[config.mk]
export PLATFORM = sky130hd
export DESIGN_NAME = dbuffer_req_arbiter
export DESIGN_NICKNAME = d
export VERILOG_FILES = /design/src/rtl/dbuffer_req_arbiter_pkg.sv /design/src/rtl/dbuffer_tag_fifo.sv /design/src/rtl/dbuffer_req_arbiter.sv
export SDC_FILE = /design/constraint.sdc
export NUM_CORES = 1
export LEC_CHECK = 0
export BUFFER_PORTS_ARGS = -buffer_cell sky130_fd_sc_hd__buf_2
export CAP_MARGIN = 10
export CORE_AREA = 2 2 135 137
export DETAILED_ROUTE_END_ITERATION = 12
export DIE_AREA = 0 0 137 139
export GPL_TIMING_DRIVEN = 0
export HOLD_SLACK_MARGIN = 0.05
export PLACE_DENSITY = 0.72
export SETUP_SLACK_MARGIN = 0.5
export SLEW_MARGIN = 20
export SYNTH_ARGS = -nofsm -noshare
export SYNTH_HDL_FRONTEND = slang
export SYNTH_HIERARCHICAL = 1
export SYNTH_SLANG_ARGS = --single-unit
[constraint.sdc]
create_clock -name clk -period 3 [get_ports clk]
set_input_delay 0.45 -clock clk [delete_from_list [all_inputs] [get_ports clk]]
set_output_delay 0.45 -clock clk [all_outputs]
set_load 0.05 [all_outputs]
[src/rtl/dbuffer_req_arbiter_pkg.sv]
// -----------------------------------------------------------------------------
// dbuffer_req_arbiter_pkg
// Shared definitions for the data-buffer request arbiter.
// The package holds the owner id encoding, the request field widths and the
// control part of the issue-stage record. The issue address and write data
// take their widths from the top-level parameters, so they are kept as
// separate registers next to this record.
// -----------------------------------------------------------------------------
package dbuffer_req_arbiter_pkg;

    localparam int FUNC3_W = 3;
    localparam int RD_W    = 5;

    // Requester identity. This is also the 1-bit payload of the load-owner FIFO.
    typedef enum logic {
        REQ_LSU = 1'b0,
        REQ_DBG = 1'b1
    } owner_e;

    // Issue-stage control fields. Field order: rd, func3, load, store, owner.
    // The address and write data sit beside this record in the top level.
    typedef struct packed {
        logic [RD_W-1:0]    rd;
        logic [FUNC3_W-1:0] func3;
        logic               load;
        logic               store;
        owner_e             owner;
    } issue_ctrl_t;

    // Round-robin helper: returns the requester that is not 'o'.
    function automatic owner_e other_owner(input owner_e o);
        return (o == REQ_LSU) ? REQ_DBG : REQ_LSU;
    endfunction

endpackage

[src/rtl/dbuffer_tag_fifo.sv]
// -----------------------------------------------------------------------------
// dbuffer_tag_fifo
// In-order FIFO of 1-bit owner ids. There is one entry per load that has been
// handed to the data buffer and has not yet been answered.
// Ports:
//   clk, rst_n    clock and asynchronous active-low reset
//   i_push        write i_push_data at the tail
//   i_push_data   owner id to store
//   i_pop         remove the head entry (ignored while empty)
//   o_pop_data    current head entry
//   o_count       number of stored entries (0..DEPTH)
//   o_empty       no entries stored
//   o_full        DEPTH entries stored
// A push and a pop in the same cycle are both accepted, even while full.
// -----------------------------------------------------------------------------
module dbuffer_tag_fifo #(
    parameter  int DEPTH = 4,
    localparam int PTR_W = $clog2(DEPTH),
    localparam int CNT_W = PTR_W + 1
) (
    input  logic             clk,
    input  logic             rst_n,
    input  logic             i_push,
    input  logic             i_push_data,
    input  logic             i_pop,
    output logic             o_pop_data,
    output logic [CNT_W-1:0] o_count,
    output logic             o_empty,
    output logic             o_full
);

    logic [DEPTH-1:0] r_mem;
    logic [PTR_W-1:0] r_wr_ptr;
    logic [PTR_W-1:0] r_rd_ptr;
    logic [CNT_W-1:0] r_count;
    logic             w_push;
    logic             w_pop;

    assign o_empty    = (r_count == '0);
    assign o_full     = (r_count == CNT_W'(DEPTH));
    assign o_count    = r_count;
    assign o_pop_data = r_mem[r_rd_ptr];

    // When the FIFO is full, a pop in the same cycle frees the slot that the
    // push overwrites at the clock edge. The head is read combinationally
    // before that edge.
    assign w_pop  = i_pop & ~o_empty;
    assign w_push = i_push & (~o_full | w_pop);

    // NOTE: the storage is deliberately left without reset. The pointers and the
    // count define which entries are valid, so clearing the array would only
    // add reset fan-out.
    always_ff @(posedge clk) begin
        if (w_push) begin
            r_mem[r_wr_ptr] <= i_push_data;
        end
    end

    // NOTE: sequential state is updated only with non-blocking assignments, so
    // every register samples values from before the edge.
    always_ff @(posedge clk or negedge rst_n) begin
        if (!rst_n) begin
            r_wr_ptr <= '0;
            r_rd_ptr <= '0;
            r_count  <= '0;
        end else begin
            // The pointers wrap naturally because DEPTH is a power of two.
            if (w_push) r_wr_ptr <= r_wr_ptr + PTR_W'(1);
            if (w_pop)  r_rd_ptr <= r_rd_ptr + PTR_W'(1);
            case ({w_push, w_pop})
                2'b10:   r_count <= r_count + CNT_W'(1);
                2'b01:   r_count <= r_count - CNT_W'(1);
                default: r_count <= r_count;
            endcase
        end
    end

endmodule

[src/rtl/dbuffer_req_arbiter.sv]
// -----------------------------------------------------------------------------
// dbuffer_req_arbiter
// Shares the single load/store enqueue port of the data buffer between the
// core LSU (req0) and the debug/DMA port (req1).
// Ports:
//   clk, rst_n        clock and asynchronous active-low reset
//   reqN_*            requester N: valid/ready handshake, load/store, func3,
//                     rd, addr and wdata
//   db_*  (out)       registered issue stage driving the buffer enqueue port
//   db_full           buffer backpressure; the issue stage holds while set
//   db_addr_err       buffer rejects the presented request (address error)
//   db_rsp_*          in-order load responses from the buffer
//   rspN_*            load responses routed back to requester N
//   errN              one-cycle pulse when requester N's request was rejected
// -----------------------------------------------------------------------------
module dbuffer_req_arbiter
    import dbuffer_req_arbiter_pkg::*;
#(
    parameter int TAG_DEPTH = 4,
    parameter int ADDR_W    = 32,
    parameter int DATA_W    = 32
) (
    input  logic               clk,
    input  logic               rst_n,
    input  logic               req0_valid,
    output logic               req0_ready,
    input  logic               req0_load,
    input  logic               req0_store,
    input  logic [FUNC3_W-1:0] req0_func3,
    input  logic [RD_W-1:0]    req0_rd,
    input  logic [ADDR_W-1:0]  req0_addr,
    input  logic [DATA_W-1:0]  req0_wdata,
    input  logic               req1_valid,
    output logic               req1_ready,
    input  logic               req1_load,
    input  logic               req1_store,
    input  logic [FUNC3_W-1:0] req1_func3,
    input  logic [RD_W-1:0]    req1_rd,
    input  logic [ADDR_W-1:0]  req1_addr,
    input  logic [DATA_W-1:0]  req1_wdata,
    output logic               db_load,
    output logic               db_store,
    output logic [FUNC3_W-1:0] db_func3,
    output logic [RD_W-1:0]    db_rd,
    output logic [ADDR_W-1:0]  db_addr,
    output logic [DATA_W-1:0]  db_wdata,
    input  logic               db_full,
    input  logic               db_addr_err,
    input  logic               db_rsp_valid,
    input  logic [DATA_W-1:0]  db_rsp_data,
    input  logic [RD_W-1:0]    db_rsp_rd,
    output logic               rsp0_valid,
    output logic [DATA_W-1:0]  rsp0_data,
    output logic [RD_W-1:0]    rsp0_rd,
    output logic               rsp1_valid,
    output logic [DATA_W-1:0]  rsp1_data,
    output logic [RD_W-1:0]    rsp1_rd,
    output logic               err0,
    output logic               err1
);

    localparam int CNT_W = $clog2(TAG_DEPTH) + 1;
    localparam int OUT_W = CNT_W + 1;

    // Issue stage and arbitration state
    logic              r_iss_valid;
    issue_ctrl_t       r_iss;
    logic [ADDR_W-1:0] r_iss_addr;
    logic [DATA_W-1:0] r_iss_wdata;
    owner_e            r_prio;

    // Response and error stage
    logic              r_rsp0_valid;
    logic              r_rsp1_valid;
    logic [DATA_W-1:0] r_rsp_data;
    logic [RD_W-1:0]   r_rsp_rd;
    logic              r_err0;
    logic              r_err1;

    // Tag FIFO interface
    logic [CNT_W-1:0]  w_tag_count;
    logic              w_tag_empty;
    logic              w_tag_full;
    logic              w_tag_head;
    owner_e            w_head_owner;

    logic              w_drain;
    logic              w_issue_free;
    logic              w_pop;
    logic              w_push;
    owner_e            w_winner;
    logic              w_win_load;
    logic              w_win_store;
    issue_ctrl_t       w_req_ctrl;
    logic [ADDR_W-1:0] w_req_addr;
    logic [DATA_W-1:0] w_req_wdata;
    logic [OUT_W-1:0]  w_outstanding;
    logic              w_load_ok;
    logic              w_grant;
    logic              w_capture;

    // An address error also drains the stage: the buffer has made its
    // decision, so the request is dropped instead of being held.
    assign w_drain      = r_iss_valid & (~db_full | db_addr_err);
    assign w_issue_free = ~r_iss_valid | w_drain;
    assign w_pop        = db_rsp_valid & ~w_tag_empty;
    assign w_push       = w_drain & ~db_addr_err & r_iss.load & (~w_tag_full | w_pop);
    assign w_head_owner = owner_e'(w_tag_head);

    // NOTE: every signal written in an always_comb gets a default first, so no
    // path leaves it unassigned and no latch is inferred.
    always_comb begin
        w_winner = REQ_LSU;
        if (req0_valid && req1_valid) w_winner = r_prio;
        else if (req1_valid)          w_winner = REQ_DBG;
    end

    always_comb begin
        w_win_load  = req0_load;
        w_win_store = req0_store;
        w_req_addr  = req0_addr;
        w_req_wdata = req0_wdata;
        w_req_ctrl  = '{rd: req0_rd, func3: req0_func3, load: 1'b0, store: 1'b0, owner: REQ_LSU};
        if (w_winner == REQ_DBG) begin
            w_win_load  = req1_load;
            w_win_store = req1_store;
            w_req_addr  = req1_addr;
            w_req_wdata = req1_wdata;
            w_req_ctrl  = '{rd: req1_rd, func3: req1_func3, load: 1'b0, store: 1'b0, owner: REQ_DBG};
        end
        // A request with load and store both set is a load.
        w_req_ctrl.load  = w_win_load;
        w_req_ctrl.store = w_win_store & ~w_win_load;
    end

    // A load is admitted only if it cannot overflow the tag FIFO. The count
    // includes a load still sitting in the issue stage and credits a response
    // that is popped in this cycle.
    assign w_outstanding = OUT_W'(w_tag_count) + OUT_W'(r_iss_valid & r_iss.load) - OUT_W'(w_pop);
    assign w_load_ok     = ~w_win_load | (w_outstanding < OUT_W'(TAG_DEPTH));
    assign w_grant       = (req0_valid | req1_valid) & w_issue_free & w_load_ok;
    // A request with neither load nor store is granted but never issued.
    assign w_capture     = w_grant & (w_win_load | w_win_store);

    assign req0_ready = w_grant & (w_winner == REQ_LSU);
    assign req1_ready = w_grant & (w_winner == REQ_DBG);

    always_ff @(posedge clk or negedge rst_n) begin
        if (!rst_n) begin
            r_iss_valid <= 1'b0;
            r_iss       <= '0;
            r_iss_addr  <= '0;
            r_iss_wdata <= '0;
            r_prio      <= REQ_LSU;
        end else begin
            if (w_capture) begin
                r_iss_valid <= 1'b1;
                r_iss       <= w_req_ctrl;
                r_iss_addr  <= w_req_addr;
                r_iss_wdata <= w_req_wdata;
            end else if (w_drain) begin
                r_iss_valid <= 1'b0;
            end
            if (w_grant) r_prio <= other_owner(w_winner);
        end
    end

    always_ff @(posedge clk or negedge rst_n) begin
        if (!rst_n) begin
            r_rsp0_valid <= 1'b0;
            r_rsp1_valid <= 1'b0;
            r_rsp_data   <= '0;
            r_rsp_rd     <= '0;
            r_err0       <= 1'b0;
            r_err1       <= 1'b0;
        end else begin
            r_rsp0_valid <= w_pop & (w_head_owner == REQ_LSU);
            r_rsp1_valid <= w_pop & (w_head_owner == REQ_DBG);
            if (w_pop) begin
                r_rsp_data <= db_rsp_data;
                r_rsp_rd   <= db_rsp_rd;
            end
            r_err0 <= w_drain & db_addr_err & (r_iss.owner == REQ_LSU);
            r_err1 <= w_drain & db_addr_err & (r_iss.owner == REQ_DBG);
        end
    end

    dbuffer_tag_fifo #(
        .DEPTH (TAG_DEPTH)
    ) u_tag_fifo (
        .clk         (clk),
        .rst_n       (rst_n),
        .i_push      (w_push),
        .i_push_data (r_iss.owner),
        .i_pop       (w_pop),
        .o_pop_data  (w_tag_head),
        .o_count     (w_tag_count),
        .o_empty     (w_tag_empty),
        .o_full      (w_tag_full)
    );

    // The address, data, rd and func3 fields keep their last value while the
    // issue stage is empty. Only the strobes are qualified.
    assign db_load    = r_iss_valid & r_iss.load;
    assign db_store   = r_iss_valid & r_iss.store;
    assign db_func3   = r_iss.func3;
    assign db_rd      = r_iss.rd;
    assign db_addr    = r_iss_addr;
    assign db_wdata   = r_iss_wdata;

    // One shared response register; only the owner's valid is raised.
    assign rsp0_valid = r_rsp0_valid;
    assign rsp0_data  = r_rsp_data;
    assign rsp0_rd    = r_rsp_rd;
    assign rsp1_valid = r_rsp1_valid;
    assign rsp1_data  = r_rsp_data;
    assign rsp1_rd    = r_rsp_rd;
    assign err0       = r_err0;
    assign err1       = r_err1;

endmodule

# ---- Yosys cells after proc, flatten, opt, wreduce, memory -nomap -nowiden
# Cells that the tools add are included.
dict set report word_totals {
  register_bits 129
  elab_cells 90
}
dict set report op_classes {
  muxes 16
  n_eq_ne 3
  n_reduce_logical 5
  bitwise_logic 37
  add_sub_neg 6
  magnitude_cmp 4
}
# operator n
set ops {}
lappend ops {{two-way mux 32 bit} 2}
lappend ops {{AND 1 bit} 21}
lappend ops {{two-way mux 11 bit} 1}
lappend ops {{two-way mux 1 bit} 9}
lappend ops {{inverter 1 bit} 9}
lappend ops {{OR 1 bit} 7}
lappend ops {{less-than comparator 2 x 3 -> 1 bit, second input constant} 2}
lappend ops {{one-hot mux 3 bit (2 select lines)} 1}
lappend ops {{adder 2 x 1 -> 2 bit, second input constant} 2}
lappend ops {{adder 3 x 1 -> 4 bit} 1}
lappend ops {{bitwise mux 4 bit} 1}
lappend ops {{less-than comparator 4 x 3 -> 1 bit, second input constant} 1}
lappend ops {{nonzero test 2 bit} 2}
lappend ops {{subtractor 4 x 1 -> 4 bit} 1}
lappend ops {{adder 3 x 1 -> 3 bit, second input constant} 1}
lappend ops {{equality test 3 bit, second input constant} 1}
lappend ops {{logical NOT 3 bit} 1}
lappend ops {{subtractor 3 x 1 -> 3 bit, second input constant} 1}
lappend ops {{binary-select mux 1 bit (select 2 bit)} 1}
lappend ops {{demux 1 bit (select 2 bit)} 1}
lappend ops {{equality test 2 x 1 -> 1 bit, second input constant} 1}
lappend ops {{equality test 2 bit, second input constant} 1}
lappend ops {{greater-or-equal comparator 2 x 1 -> 1 bit, second input constant} 1}
lappend ops {{logical AND 1 bit} 2}

# ---- Logic depth before layout (Yosys ltp)
# Gate-level depths: netlist (run 1).
dict set report depth {
  ltp_word 9
  mapped_depth 14
  ltp_nobuf 11
}

# ---- Hierarchy
# Netlist (run 1), hierarchy kept.
# module seq_area_each_um2 instances cells_each area_per_inst_um2
set by_module_without_submodules {}
lappend by_module_without_submodules {dbuffer_req_arbiter 2952.8 1 490 6077.1}
lappend by_module_without_submodules {dbuffer_tag_fifo 295.3 1 43 580.6}

# ---- Worst setup path before layout (run 1)
# No wires, ideal clock.
dict set report synth_path {
  kind {register -> output}
  startpoint {reg u_tag_fifo.r_count[2] (netlist: u_tag_fifo/o_count[2])}
  endpoint {out req1_ready}
  t_arrival_ns 2.619
  path_stages_with_launch 13
  slack_ns -0.069
  required_time_ns 2.550
  cell_sequence {dfrtp_1 -> nor3_1 -> nand2b_4 -> inv_1 -> clkbuf_1 -> nand2b_1 -> ha_1 -> nand4_1 -> nand4b_1 -> a31oi_1 -> a2111o_1 -> nand2_1 -> nor2_1}
}
dict set report synth_between {
  elab_chain_len 8
}
# item line_no
set synth_rtl {}
lappend synth_rtl {{from (decl)} dbuffer_tag_fifo.sv:35} ;# logic [CNT_W-1:0] r_count;
lappend synth_rtl {{from (signal assigned)} dbuffer_tag_fifo.sv:71} ;# 2'b10: r_count <= r_count + CNT_W'(1);
lappend synth_rtl {{from (signal assigned)} dbuffer_tag_fifo.sv:72} ;# 2'b01: r_count <= r_count - CNT_W'(1);
lappend synth_rtl {{from (signal assigned)} dbuffer_tag_fifo.sv:73} ;# default: r_count <= r_count;
lappend synth_rtl {{logical NOT 3 bit} dbuffer_tag_fifo.sv:39} ;# assign o_empty = (r_count == '0);
lappend synth_rtl {{net w_tag_empty} dbuffer_req_arbiter.sv:82} ;# logic w_tag_empty;
lappend synth_rtl {{inverter 1 bit} dbuffer_req_arbiter.sv:106} ;# assign w_pop = db_rsp_valid & ~w_tag_empty;
lappend synth_rtl {{AND 1 bit} dbuffer_req_arbiter.sv:106}
lappend synth_rtl {{subtractor 4 x 1 -> 4 bit} dbuffer_req_arbiter.sv:139} ;# assign w_outstanding = OUT_W'(w_tag_count) + OUT_W'(r_iss_valid & r_iss.load) - OUT_W'(w_pop);
lappend synth_rtl {{less-than comparator 4 x 3 -> 1 bit} dbuffer_req_arbiter.sv:140} ;# assign w_load_ok = ~w_win_load | (w_outstanding < OUT_W'(TAG_DEPTH));
lappend synth_rtl {{OR 1 bit} dbuffer_req_arbiter.sv:140}
lappend synth_rtl {{AND 1 bit} dbuffer_req_arbiter.sv:141} ;# assign w_grant = (req0_valid | req1_valid) & w_issue_free & w_load_ok;
lappend synth_rtl {{AND 1 bit} dbuffer_req_arbiter.sv:146} ;# assign req1_ready = w_grant & (w_winner == REQ_DBG);
lappend synth_rtl {{to (decl)} dbuffer_req_arbiter.sv:34} ;# output logic req1_ready,
# The timed path passes the listed nets, and every way through them passes these cells.

# ---- Worst setup path after layout (run 1)
dict set report layout_path {
  startpoint {reg u_tag_fifo.r_count[0] (netlist: u_tag_fifo/o_count[0])}
  endpoint {out req0_ready}
}
dict set report layout_between {
  elab_chain_len 8
}
# item line_no
set layout_rtl {}
lappend layout_rtl {{logical NOT 3 bit} dbuffer_tag_fifo.sv:39}
lappend layout_rtl {{net w_tag_empty} dbuffer_req_arbiter.sv:82}
lappend layout_rtl {{inverter 1 bit} dbuffer_req_arbiter.sv:106}
lappend layout_rtl {{AND 1 bit} dbuffer_req_arbiter.sv:106}
lappend layout_rtl {{subtractor 4 x 1 -> 4 bit} dbuffer_req_arbiter.sv:139}
lappend layout_rtl {{less-than comparator 4 x 3 -> 1 bit} dbuffer_req_arbiter.sv:140}
lappend layout_rtl {{OR 1 bit} dbuffer_req_arbiter.sv:140}
lappend layout_rtl {{AND 1 bit} dbuffer_req_arbiter.sv:141}
lappend layout_rtl {{AND 1 bit} dbuffer_req_arbiter.sv:145} ;# assign req0_ready = w_grant & (w_winner == REQ_LSU);
lappend layout_rtl {{to (decl)} dbuffer_req_arbiter.sv:26} ;# output logic req0_ready,
# The timed path passes the listed nets, and every way through them passes these cells.

==> results of run 1 <==
cell usage in the layout, fill, tap and decap left out, types with 2 or more instances in the layout:
cell type and count:
and2_1 2, xor2_1 3, edfxtp_1 4, buf_4 58, nand2_1 116, clkbuf_16 22
clkinv_4 3, inv_1 10, dfrtp_1 122, and2_2 4, mux2i_1 3, inv_2 3
nand2b_4 2, bufinv_16 2, mux2_2 86, buf_6 5, xnor2_1 4, mux2_4 61
buf_16 4, clkinv_2 3, clkbuf_1 16, ha_4 2, dfrtp_2 3, nor2_1 7
ha_1 5, buf_8 4, buf_2 343, buf_12 9
routing by layer:
metal	vias up	routed length [um]
met2	204	8790
met4	0	289
li1	2523	-
met1	2466	6940
met3	23	1120
met5	-	0
report_power, final:
part / internal [mW] / switching, mW
combinational: 3.02 / 4.76
sequential: 2.54 / 0.484
clock: 1.24 / 0.729
total: 6.80 / 5.97
stage by stage:
stage | setup slack, ns | util, % | area [sq um] | total power [mW]
5_1_grt | -0.0905 | 55.6 | 9820 | 13.4
2_1_floorplan | 0.379 | - | 6690 | 8.62
4_1_cts | -0.0152 | 54.7 | 9660 | 12.7
3_3_place_gp | -0.364 | 49.3 | 8700 | 10.1
3_5_place_dp | 0.0857 | 49.5 | 8730 | 10.1
6_report | 0.0357 | 55.6 | 9820 | 12.8
sequential cells by signal, indices dropped and copies added, names as in the netlist:
signal / flops
err1: 1
rsp1_valid: 1
db_func3: 3
r_iss_valid: 1
rsp0_valid: 1
u_tag_fifo/r_wr_ptr: 2
r_prio: 1
u_tag_fifo/r_rd_ptr: 2
rsp0_data: 32
db_wdata: 32
u_tag_fifo/r_mem: 4
u_tag_fifo/o_count: 3
r_iss: 3
db_addr: 32
rsp0_rd: 5
db_rd: 5
err0: 1
area by class of cell:
type                       instances  area (sq um)  area share (%)
tap                              229           287            2.92
timing repair buffer             374          2190            22.3
clock inverter                     9           109            1.11
clock buffer                      23           458            4.67
sequential                       129          3250            33.1
multi-input combinational        321          2880            29.3
inverter                          14          55.1           0.561
buffer                            69           588            5.99
what timing repair did:
| item | CTS | global route |
|---|---|---|
| pin swaps | 4 | 6 |
| resized for setup | 26 | 10 |
| buffers inserted | 16 | 3 |
| gates cloned | 4 | 4 |
| hold endpoints to repair | 55 | 0 |
| hold buffers | 1 | 0 |
| endpoints found under the setup margin | 78 | 79 |
worst max-delay path, cell delays in order, from the launching register on:
cell and delay, ns:
dfrtp_2 0.40, nor3_2 0.16, nand2b_4 0.15, inv_4 0.04
clkbuf_16 0.14, nand2b_4 0.07, ha_4 0.20, a31o_1 0.17
a2111o_1 0.43, and3_4 0.21, buf_8 0.14
worst paths after layout:
kind	endpoint	cells past startpoint
setup / recovery	req0_ready	10
setup reg to reg	db_addr[12]$_DFFE_PN0P_	15
hold / removal	rsp0_data[19]$_DFFE_PN0P_	3
min in group asynchronous	u_tag_fifo/r_wr_ptr[0]$_DFFE_PN0P_	2
max in group asynchronous	db_addr[5]$_DFFE_PN0P_	3
hold reg to reg	rsp0_data[28]$_DFFE_PN0P_	2
cell families after synthesis:
kind of cell	synth area share, %
buf+inv	8.93
xor+xnor	0.921
mux	29.1
compound gates	1.48
fa+ha+maj	1.62
simple gates	9.17
flops	48.8
==> summary.txt, run 1 <==
outcome: finished, final reports clean
final cycle utilization of the critical path: 98.8%
area share of the leading cell type in the synthesized netlist: 47.0%
post-synthesis cell count: 533
GRT Util Overall: 17.4%
die width: 137 um
clock skew: 0.00847 ns
Max H-tree Level: 4
fin cells: 1168
most frequent cell after synthesis: dfrtp_1
Rel. slew slack: 58.7%
WP data required: 2.55 ns
vias in the first global route: 5131
crit path launch type: register
Reg clk slew, reported paths: 0.06 ns
height of the die: 139 um
number of remaining DRC errors: 0
antenna cells: 0
TritonCTS clock tree: built
Leak: 5.27 nW
Worst-Skew Late Latency: 0.41 ns
Area growth syn-to-layout: 47.4%
Hold Crit Class: in2reg
DRT iter0 DRCs: 101
worst reg2reg path startpoint: u_tag_fifo/o_count[0]$_DFFE_PN0P_
Seq cells post-synth: 129
Cells after DPL: 1108
Max Transition Viols Final: 0
initial antenna violation count: 0
global route hottest layer: met2
Core Box Area: 17700 sq um
largest net degree at the start of global routing: 71
CP Max Fanout: 4
Final Hold Slack: 0.231 ns
DP Wirelength: 12.7 mm
Final min period: 2.96 ns
synth top area cells: dfrtp_1 (47%), mux2_2 (15%), mux2_4 (14%)
Filler Cells Inserted: 1534
Worst EP arrival: 2.51 ns
CP startpoint: u_tag_fifo/o_count[0]$_DFFE_PN0P_
Port-buffer cells: 345
hold path start: db_rsp_data[19]
Hold Fails Final Rpt: 0
Synth Warn #: 6
crit end category: output port
syn nets: 733
die area: 19000 sq um
Synth cell types: 45
Clock Sinks: 129
sequential area share after synthesis: 48.8%
clock root buffer: clkbuf_16
Worst R2R Setup Slack: 0.04 ns
max-cap viol count: 0
met1 usage: 20.4%
Final nets: 1126
via density per instance: 4.47
fmax: 0.337 GHz
Syn Std Cell Area: 6660 sq um
Final setup viols: 0
async set or reset register ratio after synthesis: 96.9%
drt pass-1 iters: 4
routability cong.: 0.773
peak supply drop: 0.774 mV
sum of negative setup slack: 0 ns
Top FF cell, synth: dfrtp_1
ANT nets after route: 0
first-pass GRT wire length: 25.8 mm
Synth top cells by count: dfrtp_1 (125), nand2_1 (117), mux2_2 (86)
measured slew at the worst slew-check pin: 0.620 ns
number of flops mapped to enable cells by yosys: 4
IO Pins: 346
drt wl/cell: 14.7 um
Via Count: 5216
largest area contributor in the netlist: dfrtp_1
Mean Syn Cell Area: 12.5 sq um
row cnt: 49
RSZ-0062 raised after global routing: yes
CTS Buffer Depth: 2
P per Cell Area: 1300 nW/um^2
Post-Route WL: 17.1 mm
met3 Usage GRT: 5.08%
fraction of layout cells with a size suffix above 1: 67.0%
Initial Util: 37.7%
met2 Track Usage GR: 30.3%
critical path class: reg2out
cts bufs inserted: 17
total gr overflow: 0
Note: power is estimated with default switching activity, not from simulation.
==> run 2: changes to the inputs <==
--- a/config.mk
+++ b/config.mk
@@ -13,7 +13,7 @@
 export GPL_TIMING_DRIVEN = 0
 export HOLD_SLACK_MARGIN = 0.05
 export PLACE_DENSITY = 0.72
-export SETUP_SLACK_MARGIN = 0.5
+export SETUP_SLACK_MARGIN = 0.4
 export SLEW_MARGIN = 20
 export SYNTH_ARGS = -nofsm -noshare
 export SYNTH_HDL_FRONTEND = slang
==> summary.txt, run 2 (same netlist as run 1, synthesis figures left out) <==
peak supply drop: 0.774 mV (about the same)
critical path class: reg2out
clock root buffer: clkbuf_16
initial antenna violation count: 0 (unchanged)
Leak: 5.26 nW (-0.17%)
Max stage delay on crit path: 0.43 ns (about the same)
Final nets: 1125 (-0.089%)
P per Cell Area: 1300 nW/um^2 (about the same)
WP data required: 2.55 ns (about the same)
vias in the first global route: 5131 (unchanged)
GRT Util Overall: 17.4% (unchanged)
Worst EP arrival: 2.51 ns (about the same)
Max Transition Viols Final: 0 (unchanged)
Initial Util: 37.7% (unchanged)
final cycle utilization of the critical path: 98.8% (about the same)
worst reg2reg path startpoint: u_tag_fifo/o_count[0]$_DFFE_PN0P_
drt wl/cell: 14.6 um (-0.15%)
worst reg2reg path depth: 15 (unchanged)
crit path launch type: register
measured slew at the worst slew-check pin: 0.620 ns (+0.0000288 ns)
die area: 19000 sq um (unchanged)
die width: 137 um (unchanged)
TritonCTS clock tree: built
ANT nets after route: 0 (unchanged)
max-cap viol count: 0 (unchanged)
Clk pwr share: 15.5% (about the same)
outcome: finished, final reports clean
Core Box Area: 17700 sq um (unchanged)
Sw Share: 46.8% (about the same)
antenna cells: 0 (unchanged)
CP Buf/Inv Count: 3 (unchanged)
RSZ-0062 raised after global routing: yes
Final setup viols: 0 (unchanged)
DRT iter0 DRCs: 106 (+5.0%)
Filler Cells Inserted: 1539 (+0.33%)
Hold Crit Class: in2reg
Final min period: 2.96 ns (+0.000576 ns)
sequential power share: 23.7% (about the same)
Hold Fails Final Rpt: 0 (unchanged)
hold path start: db_rsp_data[19]
total gr overflow: 0 (unchanged)
drt pass-1 iters: 4 (unchanged)
Port-buffer cells: 345 (unchanged)
via density per instance: 4.48 (+0.24%)
height of the die: 139 um (unchanged)
IO Pins: 346 (unchanged)
Crit path depth: 10 (unchanged)
Int Power: 6.78 mW (-0.35%)
largest net degree at the start of global routing: 71 (unchanged)
crit end category: output port
Worst-Skew Late Latency: 0.41 ns (about the same)
CP startpoint: u_tag_fifo/o_count[0]$_DFFE_PN0P_
sequential cell area: 3250 sq um (unchanged)
CTS Buffer Depth: 2 (unchanged)
Max H-tree Level: 4 (unchanged)
Final Hold Slack: 0.231 ns (+0.0000770 ns)
routability cong.: 0.773 (unchanged)
Cell Chain, Critical Path: nor3_2, nand2b_4, inv_4, clkbuf_16, nand2b_4, ha_4, a31o_1, a2111o_1, and3_4, buf_8
area of the multi-input gates: 2870 sq um (-0.48%)
Util after Layout: 55.4% (-0.16 points)
row cnt: 49 (unchanged)
Via Count: 5224 (+0.15%)
most used cell, CP: nand2b_4
Clock Sinks: 129 (unchanged)
most common cell after layout, fill and taps aside: buf_2
sum of negative setup slack: 0 ns (unchanged)
hold path depth: 3 (unchanged)
Post-Route WL: 17.1 mm (-0.24%)
CP Max Fanout: 4 (unchanged)
CP max-delay cell: a2111o_1
kind of cell adding the most delay to the critical path: compound AO/OA/AOI/OAI gates
Area growth syn-to-layout: 47.0%
Rel. slew slack: 58.7% (about the same)
Reg clk slew, reported paths: 0.06 ns (about the same)
Psw: 5.96 mW (-0.23%)
clock skew: 0.00756 ns (-0.000914 ns)
Comb power frac: 60.8% (about the same)
fraction of layout cells with a size suffix above 1: 66.6% (-0.36 points)
first-pass GRT wire length: 25.8 mm (unchanged)
cts bufs inserted: 17 (unchanged)
DP Wirelength: 12.7 mm (unchanged)
fmax: 0.337 GHz (about the same)
number of remaining DRC errors: 0 (unchanged)
most frequent cells in the layout: buf_2 (343), dfrtp_1 (122), nand2_1 (116)
## run 2: cell count changes in the layout (fill, tap and decap cells not counted), sizes merged
cell	delta
buf	-1
## run 2: path summary, 6_finish.rpt
| kind | to | slack [ns] |
|---|---|---|
| setup / recovery | req0_ready | 0.04 |
| hold / removal | rsp0_data[19]$_DFFE_PN0P_ | 0.23 |
| setup reg to reg | db_addr[12]$_DFFE_PN0P_ | 0.04 |
| hold reg to reg | rsp0_data[28]$_DFFE_PN0P_ | 0.49 |
| max in group asynchronous | db_addr[5]$_DFFE_PN0P_ | 1.71 |
| min in group asynchronous | u_tag_fifo/r_wr_ptr[0]$_DFFE_PN0P_ | 0.57 |
## run 2: worst register-to-register path, delay by kind of cell (launching register included)
| family | cells | cell delay, ns |
|---|---|---|
| mux | 1 | 0.29 |
| simple gates | 4 | 0.48 |
| compound gates | 2 | 0.60 |
| buf+inv | 7 | 0.89 |
| fa+ha+maj | 1 | 0.20 |
| flops | 1 | 0.40 |
## run 2: through the flow
step	cells	power, mW	setup WS [ns]	cell area (sq um)
5_1_grt	1167	13.4	-0.0905	9790
4_1_cts	1161	12.7	-0.0152	9660
3_5_place_dp	1108	10.1	0.0857	8730
6_report	1167	12.7	0.0351	9790
2_1_floorplan	533	8.62	0.379	6690
3_3_place_gp	1107	10.1	-0.364	8700
## run 2: area by class of cell
class	instances	share of cell area, %
buffer	69	5.97
sequential	129	33.2
multi-input combinational	321	29.3
timing repair buffer	373	22.2
clock inverter	9	1.11
inverter	14	0.563
clock buffer	23	4.68
tap	229	2.93
## run 2: repair_timing
item                                    CTS  global route
hold buffers                              1             0
setup buffers                            16             2
gates cloned                              4             4
gates resized for setup                  24             6
hold endpoints to repair                 55             0
endpoints found under the setup margin   77            79
pin swaps                                 4             5
## run 2: power groups by stage
stage	logic (mW)	clock network (mW)	registers (mW)
after floorplan	3.44	0	5.19
after global placement	7.01	0	3.04
after detailed placement	7.09	0	3.06
after CTS	7.63	2.03	3.02
after global routing	8.12	2.12	3.12
final	7.75	1.97	3.02
## run 2: layer usage
| layer | vias to the layer above | GRT usage, % | wire [um] |
|---|---|---|---|
| li1 | 2523 | - | - |
| met1 | 2474 | 20.4 | 6900 |
| met2 | 204 | 30.3 | 8790 |
| met3 | 23 | 5.08 | 1120 |
| met4 | 0 | 5.70 | 287 |
| met5 | - | 0 | 0 |
